$ cat config.mk
export PLATFORM = sky130hd
export DESIGN_NAME = toggle_stream_gen
export DESIGN_NICKNAME = d
export VERILOG_FILES = /design/src/rtl/toggle_stream_gen.sv
export SDC_FILE = /design/constraint.sdc
export NUM_CORES = 1
export LEC_CHECK = 0
export BUFFER_PORTS_ARGS = -buffer_cell sky130_fd_sc_hd__buf_2
export CAP_MARGIN = 30
export CELL_PAD_IN_SITES_DETAIL_PLACEMENT = 0
export CELL_PAD_IN_SITES_GLOBAL_PLACEMENT = 1
export CORE_ASPECT_RATIO = 1.1
export CORE_MARGIN = 2
export CORE_UTILIZATION = 45
export CTS_BUF_LIST = sky130_fd_sc_hd__clkbuf_4 sky130_fd_sc_hd__clkbuf_8
export CTS_CLUSTER_SIZE = 25
export DETAILED_ROUTE_END_ITERATION = 8
export HOLD_SLACK_MARGIN = 0.15
export MAX_ROUTING_LAYER = met4
export PLACE_DENSITY = 0.81
export REMOVE_ABC_BUFFERS = 1
export SLEW_MARGIN = 15
export SYNTH_ARGS = -nofsm -noshare
export SYNTH_HDL_FRONTEND = slang
export SYNTH_SLANG_ARGS = --single-unit
$ cat constraint.sdc
create_clock -name clock -period 8.23 [get_ports clock]
set_input_delay 2.0575 -clock clock [delete_from_list [all_inputs] [get_ports clock]]
set_output_delay 2.0575 -clock clock [all_outputs]
set_load 0.03 [all_outputs]
$ cat src/rtl/toggle_stream_gen.sv
// Serialises a parallel word MSB first as a toggle-encoded stream on D and counts D=1 symbols.
// Optional return-to-zero trailer symbol enabled by defining TOGGLE_RETURN_ZERO_EN.
module toggle_stream_gen #(
  parameter int unsigned n = 64,
  parameter int unsigned h = 8
) (
  input  logic         clock,
  input  logic         reset,
  input  logic         start,
  input  logic [n-1:0] par_in,
  output logic         D,
  output logic         busy,
  output logic         done,
  output logic [h-1:0] tcount
);

  localparam int unsigned IdxW = (n > 1) ? $clog2(n) : 1;

  typedef enum logic [1:0] {
    StIdle,
    StShift,
    StRtz,
    StDone
  } state_e;

  state_e          state_q, state_d;
  logic [n-1:0]    sr_q, sr_d;
  logic            prev_q, prev_d;
  logic [IdxW-1:0] idx_q, idx_d;
  logic [h-1:0]    tcount_q, tcount_d;
  logic            d_q, d_d;
  logic            busy_q, busy_d;
  logic            done_q, done_d;

  always_comb begin
    state_d  = state_q;
    sr_d     = sr_q;
    prev_d   = prev_q;
    idx_d    = idx_q;
    tcount_d = tcount_q;
    d_d      = 1'b0;
    busy_d   = busy_q;
    done_d   = 1'b0;

    case (state_q)
      StIdle: begin
        if (start) begin
          sr_d     = par_in;
          prev_d   = 1'b0;
          idx_d    = IdxW'(n - 1);
          tcount_d = '0;
          busy_d   = 1'b1;
          state_d  = StShift;
        end
      end

      StShift: begin
        // Symbol is the change from the previously sent data bit.
        d_d      = sr_q[n-1] ^ prev_q;
        prev_d   = sr_q[n-1];
        tcount_d = tcount_q + h'(d_d);
        sr_d     = sr_q << 1;
        idx_d    = idx_q - IdxW'(1);
        if (idx_q == '0) begin
`ifdef TOGGLE_RETURN_ZERO_EN
          state_d = StRtz;
`else
          state_d = StDone;
`endif
        end
      end

      StRtz: begin
        // Trailer toggles the receiver flop back to 0 if it was left at 1.
        d_d      = prev_q;
        tcount_d = tcount_q + h'(prev_q);
        prev_d   = 1'b0;
        state_d  = StDone;
      end

      StDone: begin
        done_d  = 1'b1;
        busy_d  = 1'b0;
        state_d = StIdle;
      end

      default: begin
        state_d = StIdle;
        busy_d  = 1'b0;
      end
    endcase
  end

  always_ff @(posedge clock or posedge reset) begin
    if (reset) begin
      state_q  <= StIdle;
      sr_q     <= '0;
      prev_q   <= 1'b0;
      idx_q    <= '0;
      tcount_q <= '0;
      d_q      <= 1'b0;
      busy_q   <= 1'b0;
      done_q   <= 1'b0;
    end else begin
      state_q  <= state_d;
      sr_q     <= sr_d;
      prev_q   <= prev_d;
      idx_q    <= idx_d;
      tcount_q <= tcount_d;
      d_q      <= d_d;
      busy_q   <= busy_d;
      done_q   <= done_d;
    end
  end

  assign D      = d_q;
  assign busy   = busy_q;
  assign done   = done_q;
  assign tcount = tcount_q;

endmodule

Word level (Yosys, flattened, before mapping)
Index checks and enable logic that the tools add are counted.
Widths: inputs -> output; s select.
{ "word_totals": {"regBits": 84, "input_bits": 67, "out_inout_bits": 11, "word_cells": 41} }
{ "classes": {"addsub": 3, "n_eq_ne": 5, "n_mux": 15, "bitwise_logic": 1, "n_reduce_logical": 9} }
{ "op_table": {"columns": ["operator", "count"], "rows": [
  ["$pmux 64 s2", 1],
  ["$mux 64", 1],
  ["$pmux 8 s3", 1],
  ["$add 8x1->8", 2],
  ["$pmux 6 s2", 1],
  ["$mux 8", 1],
  ["$pmux 2 s4", 1],
  ["$reduce_and 2->1", 4],
  ["$logic_not 6->1", 1],
  ["$mux 6", 1],
  ["$sub 6x1->6 const B", 1],
  ["$eq 2x2->1 const B", 2],
  ["$mux 2", 2],
  ["$ne 2x2->1 const B", 2],
  ["$pmux 1 s2", 2],
  ["$reduce_bool 2->1", 2],
  ["$mux 1", 3],
  ["$pmux 1 s3", 1],
  ["$reduce_bool 3->1", 1],
  ["$eq 2x1->1 const B", 1],
  ["$logic_not 2->1", 1],
  ["$xor 1x1->1", 1]
]} }

Logic depth before layout (Yosys ltp)
Gate-level depths: netlist of run 1.
{ "logic_depth": {"depth_word": 3, "ltp_mapped": 10, "depth_no_buf": 10} }

Least setup slack after synthesis of run 1
OpenSTA, ideal clock, no wires.
{ "synth_path": {"path_type": "input to register", "from": "input port start", "to": "register idx_q[3]", "setup_time_ns": 0.120, "arrival_ns": 2.803, "slack_ns": 5.307, "cell_stages": 6, "path_buffers": 2, "cell_sequence": "mux2i_1 buf_2 buf_4 nor2_1 xnor2_1 nand2_1"} }
{ "synth_via": {"elab_chain_cells": 2} }
{ "synth_lines": {"columns": ["element", "line_no", "rtl"], "rows": [
  ["start, declared", "9", "input logic start,"],
  ["$ne 2x2->1 (no line)", null, null],
  ["$reduce_and 2->1 (no line)", null, null],
  ["end signal, assigned", "108", "idx_q <= idx_d;"],
  ["end, declared", "29", "logic [IdxW-1:0] idx_q, idx_d;"]
]} }
Every way passes these cells.
A chain may end at the register's enable or synchronous reset.

Final worst setup path of run 1
{ "layout_path": {"from": "register tcount_q[3], in the netlist tcount[3]", "to": "output port tcount[3]"} }
{ "layout_lines": {"columns": ["element", "line_no", "rtl"], "rows": [
  ["start, declared", "30", "logic [h-1:0] tcount_q, tcount_d;"],
  ["start signal, assigned", "109", "tcount_q <= tcount_d;"],
  ["end, declared", "14", "output logic [h-1:0] tcount"]
]} }
No word-level cell between the ends.

==> results of run 1 <==
==> path summary, 6_finish.rpt <==
path	start	to	cells after the start
max in group asynchronous	reset	sr_q[23]	4
max reg2reg	state_q[0]	tcount[7]	6
max	tcount[3]	tcount[3]	1
min reg2reg	sr_q[9]	sr_q[9]	2
min in group asynchronous	reset	idx_q[2]	3
min	sr_q[9]	sr_q[9]	2
==> power by group <==
group / internal (uW) / total (uW) / switching [uW]
registers: 601 / 706 / 105
logic: 331 / 773 / 441
clock network: 186 / 327 / 141
total: 1120 / 1810 / 687
==> cell type report <==
cell class | instances | area share
well taps | 111 | 0.02944
clock buffers | 12 | 0.03235
flip-flops and latches | 84 | 0.4455
multi-input cells | 264 | 0.3675
inverters | 9 | 0.007425
repair buffers | 83 | 0.1024
clock inverters | 4 | 0.01538
==> tightest hold or removal path: cells and delay by family (launching register included) <==
kind,cells,cell delay (ns)
AOI/OAI and AO/OA,1,0.06
and+or+nand+nor,1,0.04
DFF,1,0.34
==> stage by stage <==
| step | instance area, um2 | setup WS (ns) | total power (uW) | std cells |
|---|---|---|---|---|
| 6_report | 4718 | 5.181 | 1806 | 567 |
| 5_1_grt | 4718 | 5.028 | 1980 | 567 |
| 4_1_cts | 4691 | 4.924 | 1814 | 566 |
| 3_5_place_dp | 4466 | 4.540 | 1485 | 550 |
| 3_3_place_gp | 4418 | 4.560 | 1441 | 548 |
| 2_1_floorplan | 3845 | 0.3293 | 1337 | 357 |
==> synthesized netlist by cell type <==
| master | number | share of area |
|---|---|---|
| o22ai_1 | 1 | 0.0016 |
| or2_2 | 1 | 0.0016 |
| and3_2 | 1 | 0.0019 |
| xnor2_1 | 7 | 0.015 |
| buf_2 | 11 | 0.014 |
| a21oi_1 | 3 | 0.0038 |
| mux2i_1 | 67 | 0.17 |
| nand3_1 | 3 | 0.0038 |
| nand2b_1 | 2 | 0.0031 |
| o21ai_0 | 67 | 0.084 |
| or3_1 | 1 | 0.0016 |
| a32o_1 | 2 | 0.0050 |
| nor2_1 | 9 | 0.0085 |
| or3_2 | 1 | 0.0019 |
| nor3_1 | 3 | 0.0038 |
| or4b_1 | 1 | 0.0025 |
| ha_1 | 9 | 0.028 |
| mux2_2 | 1 | 0.0028 |
| nor4_1 | 2 | 0.0031 |
| xor2_1 | 2 | 0.0044 |
| buf_4 | 5 | 0.0094 |
| a22o_1 | 1 | 0.0022 |
| nand2_1 | 74 | 0.070 |
| o21ai_1 | 1 | 0.0013 |
| mux2_4 | 1 | 0.0038 |
| buf_6 | 1 | 0.0028 |
| inv_1 | 9 | 0.0085 |
| nor2b_1 | 1 | 0.0016 |
| clkbuf_1 | 7 | 0.0066 |
| a22oi_1 | 1 | 0.0019 |
| a31oi_1 | 2 | 0.0031 |
| dfrtp_1 | 84 | 0.53 |
==> cell families (layout without fill, tap and decap cells) <==
family / after synthesis / in the layout
adder cells (fa/ha/maj): 9 / 9
XOR/XNOR: 9 / 9
AND/OR/NAND/NOR: 99 / 99
AO/OA/AOI/OAI: 78 / 78
multiplexers: 69 / 69
buffers and inverters: 33 / 108
flip-flops: 84 / 84
==> flip-flops by register name, summed over array words and instances (netlist names) <==
register	flops
D	1
busy	1
done	1
idx_q	6
prev_q	1
sr_q	64
state_q	2
tcount	8
==> routing by layer <==
metal	global-route usage	vias to the layer above	wire, um
li1	-	1435	-
met1	0.2313	1325	3502
met2	0.2773	60	3394
met3	0.03289	8	349
met4	0.07023	0	126
met5	-	-	0
==> placed cells by master (no fill, tap or decap), types with 2 or more instances in the layout <==
cell type,Yosys,routed
nand3_1,3,3
nor4_1,2,2
o21ai_0,67,67
xnor2_1,7,7
clkbuf_8,0,10
buf_16,0,2
bufinv_16,0,2
buf_4,5,3
nor2_1,9,9
a21oi_1,3,3
buf_2,11,77
a32o_1,2,2
a31oi_1,2,2
dfrtp_1,84,84
nand2_1,74,74
nor3_1,3,3
nand2b_1,2,2
mux2i_1,67,66
inv_1,9,8
xor2_1,2,2
ha_1,9,8
clkbuf_4,0,2
clkinv_2,0,2
==> impl_metrics.yaml, run 1 <==
global_routing:
  grt_pass1_wl_mm: 13.11
  grt_use_total: 0.1772
  grt_max_degree: 130
  overflow: 0
  grt_antenna_before_repair: 0
  grt_pass1_vias: 2814
layout:
  areaGrowthSynthToFinish_pct: 18.70
  num_antenna_cells: 0
  nNetsFinal: 527
  layout-drive-gt1-share: 0.2346
  seq_area_um2: 2102
  fill_cells: 781
  final_core_util: 0.5554
  multi_input_area_um2: 1734
synth:
  synth_top_family_by_area: "multiplexers"
  postSynthCellCount: 381
  synth_compound_area_frac: 0.1032
  yosysWarnings: 0
  synth-seq-cells: 84
  synth_mux_area_frac: 0.1753
  seq_area_frac_synth: 0.5288
  syn_area_per_cell_um2: 10.43
  synthAdderAreaFrac: 0.02833
  synth.distinct_cells: 32
  synthSimpleGateAreaFrac: 0.1032
  mappedNetlistArea_um2: 3975
  synth_xor_area_frac: 0.01983
hold_path:
  hold_class: "flop to flop"
cts:
  cts_sinks: 84
  h-tree-depth: 3
  clkTransAtPathRegs_ns: 0.08
  clock_path_buffers: 2
  cts_made_buffers: 9
  ctsHoldBuffers: 0
  clock_latency_ns: 0.34
  cts_tree: "yes"
  post_cts_buffers: 0
  cts_root_buffer: "clkbuf_8"
  cts_resized: 0
timing:
  min_period_ns: 3.049
  fmax_ghz: 0.3280
  maxSlewViolCount: 0
  rsz0062_at_grt: "false"
  final_hold_viol_count: 0
  tightest_slew_ns: 0.7735
  clock_skew_ns: 0.006538
  worst_hold_slack_ns: 0.4843
  setup_viol: 0
  max_slew_margin: 0.4696
  setup_tns_ns: 0
  fin_crit_sh: 0.3705
critical_path:
  crit_path_end_kind: "output pin"
  cp_top_family: "flip-flops"
  setup.worst_path.class: "flop to output pin"
  cp_data_arrival_time_ns: 0.99
  crit_slowest_cell: "dfrtp_1"
  cp_slowest_stage_delay_ns: 0.43
  path_max_fanout: 6
  startpoint_type: "flop"
  path_cells: "buf_2"
  cp_num_buf_inv: 1
  crit_required_ns: 6.17
  r2r_setup_slack_ns: 6.06
job:
  maxCapViolCount: 0
outcome:
  status: "finished, final reports clean"
placed_design:
  place.gp.congestion: 0.7197
  hpwl_mm: 4.969
  io_buffer_count: 77
floorplanning:
  ioPinCount: 78
  fp.dieH_um: 102.6
  core-area_um2: 8496
  initial_core_util: 0.4679
  die_x_um: 93.61
  fp.dieArea_um2: 9602
  rows: 35
power:
  leakage_uw: 0.002248
  cellPowerDensity_nw_per_um2: 382.7
  vdd_drop_max_uv: 399.8
routing:
  num_vias: 2828
  drtAntennaViolNets: 0
  firstDrtPassIters: 4
  drt-initial-drc-count: 88
  route.detailed.drc: 0
  viasPerCell: 4.988
  drt-wirelength-per-cell_um: 13.00
  finalWirelength_mm: 7.372
(Power assumes the default switching activity.)
==> run 2, diff against run 1 <==
--- a/config.mk
+++ b/config.mk
@@ -11,13 +11,13 @@
 export CELL_PAD_IN_SITES_GLOBAL_PLACEMENT = 1
 export CORE_ASPECT_RATIO = 1.1
 export CORE_MARGIN = 2
-export CORE_UTILIZATION = 45
+export CORE_UTILIZATION = 40
 export CTS_BUF_LIST = sky130_fd_sc_hd__clkbuf_4 sky130_fd_sc_hd__clkbuf_8
 export CTS_CLUSTER_SIZE = 25
 export DETAILED_ROUTE_END_ITERATION = 8
 export HOLD_SLACK_MARGIN = 0.15
 export MAX_ROUTING_LAYER = met4
-export PLACE_DENSITY = 0.81
+export PLACE_DENSITY = 0.76
 export REMOVE_ABC_BUFFERS = 1
 export SLEW_MARGIN = 15
 export SYNTH_ARGS = -nofsm -noshare
==> constraint.sdc (replaced) <==
create_clock -name clock -period 2.8 [get_ports clock]
set_input_delay 0.7 -clock clock [delete_from_list [all_inputs] [get_ports clock]]
set_output_delay 0.7 -clock clock [all_outputs]
set_load 0.03 [all_outputs]
==> impl_metrics.yaml, run 2 (same netlist as run 1, synthesis figures left out) <==
timing:
  fin_crit_sh: 0.7494
  maxSlewViolCount: 0
  setup_viol: 0
  tightest_slew_ns: 0.6319
  fin_ws_ns: 0.7016
  fmax_ghz: 0.4766
  final_hold_viol_count: 0
  min_period_ns: 2.098
  max_slew_margin: 0.5787
  rsz0062_at_grt: "false"
  clock_skew_ns: 0.01293
  worst_hold_slack_ns: 0.3653
routing:
  viasPerCell: 4.889
  met2_length_mm: 3.562
  num_vias: 2826
  drtAntennaViolNets: 0
  firstDrtPassIters: 4
  route.detailed.drc: 0
  drt-wirelength-per-cell_um: 13.05
  drt-initial-drc-count: 108
  finalWirelength_mm: 7.541
  met1_length_mm: 3.570
  top_layer: "met4"
  wl_met3_um: 292
floorplanning:
  fp.dieArea_um2: 10750
  initial_core_util: 0.4078
  ioPinCount: 78
  rows: 38
  core-area_um2: 9747
  die_x_um: 99.05
  fp.dieH_um: 108.6
power:
  leakage_uw: 0.002246
  p_comb_frac: 0.433
  switching_share: 0.3931
  clock_power_share: 0.171
  p_seq_frac: 0.396
  p_int_uw: 3200
  vdd_drop_max_uv: 505.5
  p_sw_uw: 2073
  cellPowerDensity_nw_per_um2: 1119
placed_design:
  hpwl_mm: 5.335
  dp_cells: 562
  io_buffer_count: 77
  place.gp.congestion: 0.7693
  dpl_worst_slack_ns: 0.6767
layout:
  fill_cells: 930
  largest_register_ffs: 64
  layout-drive-gt1-share: 0.2380
  nNetsFinal: 529
  top_register: "sr_q"
  fin_cells: 578
  num_antenna_cells: 0
  areaGrowthSynthToFinish_pct: 18.54
  layout_commonest_cell: "dfrtp_1"
  final_cell_mix: "dfrtp_1 (84), buf_2 (77), nand2_1 (74)"
cts:
  cts_made_buffers: 9
  cts_tree: "yes"
  cts_root_buffer: "clkbuf_8"
  clock_latency_ns: 0.36
  cts_sinks: 84
  cts_resized: 0
  ctsHoldBuffers: 0
  clock_path_buffers: 2
  post_cts_buffers: 0
  h-tree-depth: 3
  clkTransAtPathRegs_ns: 0.09
hold_path:
  hold_class: "input port to async pin"
critical_path:
  path_max_fanout: 56
  startpoint_type: "flop"
  r2r_start: "state_q[0]"
  crit_path_end_kind: "flop"
  setup.worst_path.class: "flop to flop"
  r2r_end: "sr_q[60]"
  crit_required_ns: 3.03
  r2r_setup_slack_ns: 0.70
  cp_data_arrival_time_ns: 2.33
  rr_worst_depth: 5
global_routing:
  grt_pass1_vias: 2832
  overflow: 0
  grt_use_total: 0.1565
  grt_pass1_wl_mm: 13.19
  grt_max_degree: 59
  grt_antenna_before_repair: 0
job:
  maxCapViolCount: 0
outcome:
  status: "finished, final reports clean"
-- run 2: changes by cell type in the layout (fill, tap and decap cells not counted) --
cell | previous run | this run
clkbuf_4 | 2 | 0
inv_6 | 0 | 2
clkinvlp_4 | 1 | 0
clkinv_4 | 0 | 2
buf_4 | 3 | 5
buf_16 | 2 | 0
bufinv_16 | 2 | 1
buf_12 | 1 | 3
-- run 2: per-stage QoR --
| stage | setup TNS, ns | utilization | cell area [um2] | power [uW] |
|---|---|---|---|---|
| 2_1_floorplan | -322.96 | - | 3845 | 3708 |
| 3_3_place_gp | 0 | 0.4621 | 4504 | 4352 |
| 3_5_place_dp | 0 | 0.4621 | 4504 | 4462 |
| 4_1_cts | 0 | 0.4834 | 4712 | 5373 |
| 5_1_grt | 0 | 0.4834 | 4712 | 5776 |
| 6_report | 0 | 0.4834 | 4712 | 5272 |
-- run 2: worst max-delay path by stage --
stage          slack (ns)  cells past startpoint        from        end
2_1_floorplan       -5.10                      6  state_q[1]   idx_q[5]
3_3_place_gp         0.75                      5  state_q[1]    sr_q[4]
3_5_place_dp         0.68                      5  state_q[1]   sr_q[60]
4_1_cts              0.68                      5  state_q[1]   sr_q[60]
5_1_grt              0.50                     10  state_q[0]  tcount[6]
6_report             0.70                      5  state_q[0]   sr_q[60]
-- run 2: power groups by stage --
stage | clock [uW] | sequential (uW) | combinational [uW]
2_1_floorplan | 0 | 2090 | 1620
3_3_place_gp | 0 | 2090 | 2260
3_5_place_dp | 0 | 2120 | 2350
4_1_cts | 938 | 2090 | 2340
5_1_grt | 987 | 2170 | 2620
6_report | 901 | 2090 | 2280
-- run 2: critical path, stage by stage, from the launching register on --
cell and delay (ns):
dfrtp_1 0.45, inv_1 0.13, ha_1 0.35, mux2i_4 0.60
buf_12 0.29, o21ai_0 0.14
-- run 2: per-layer routing --
metal  vias up  global-route usage
li1       1442                   -
met1      1319              0.2042
met2        54              0.2437
met3        11             0.02844
met4         0             0.06164
met5         -                   -
-- run 2: cell type report --
cell class	instances	area, um2	share of cell area
sequential	84	2102	0.4461
multi-input combinational	264	1734	0.3680
timing repair buffer	85	483.0	0.1025
tap	120	150.1	0.03186
clock buffer	10	137.6	0.02921
clock inverter	6	70.07	0.01487
inverter	9	35.03	0.007435
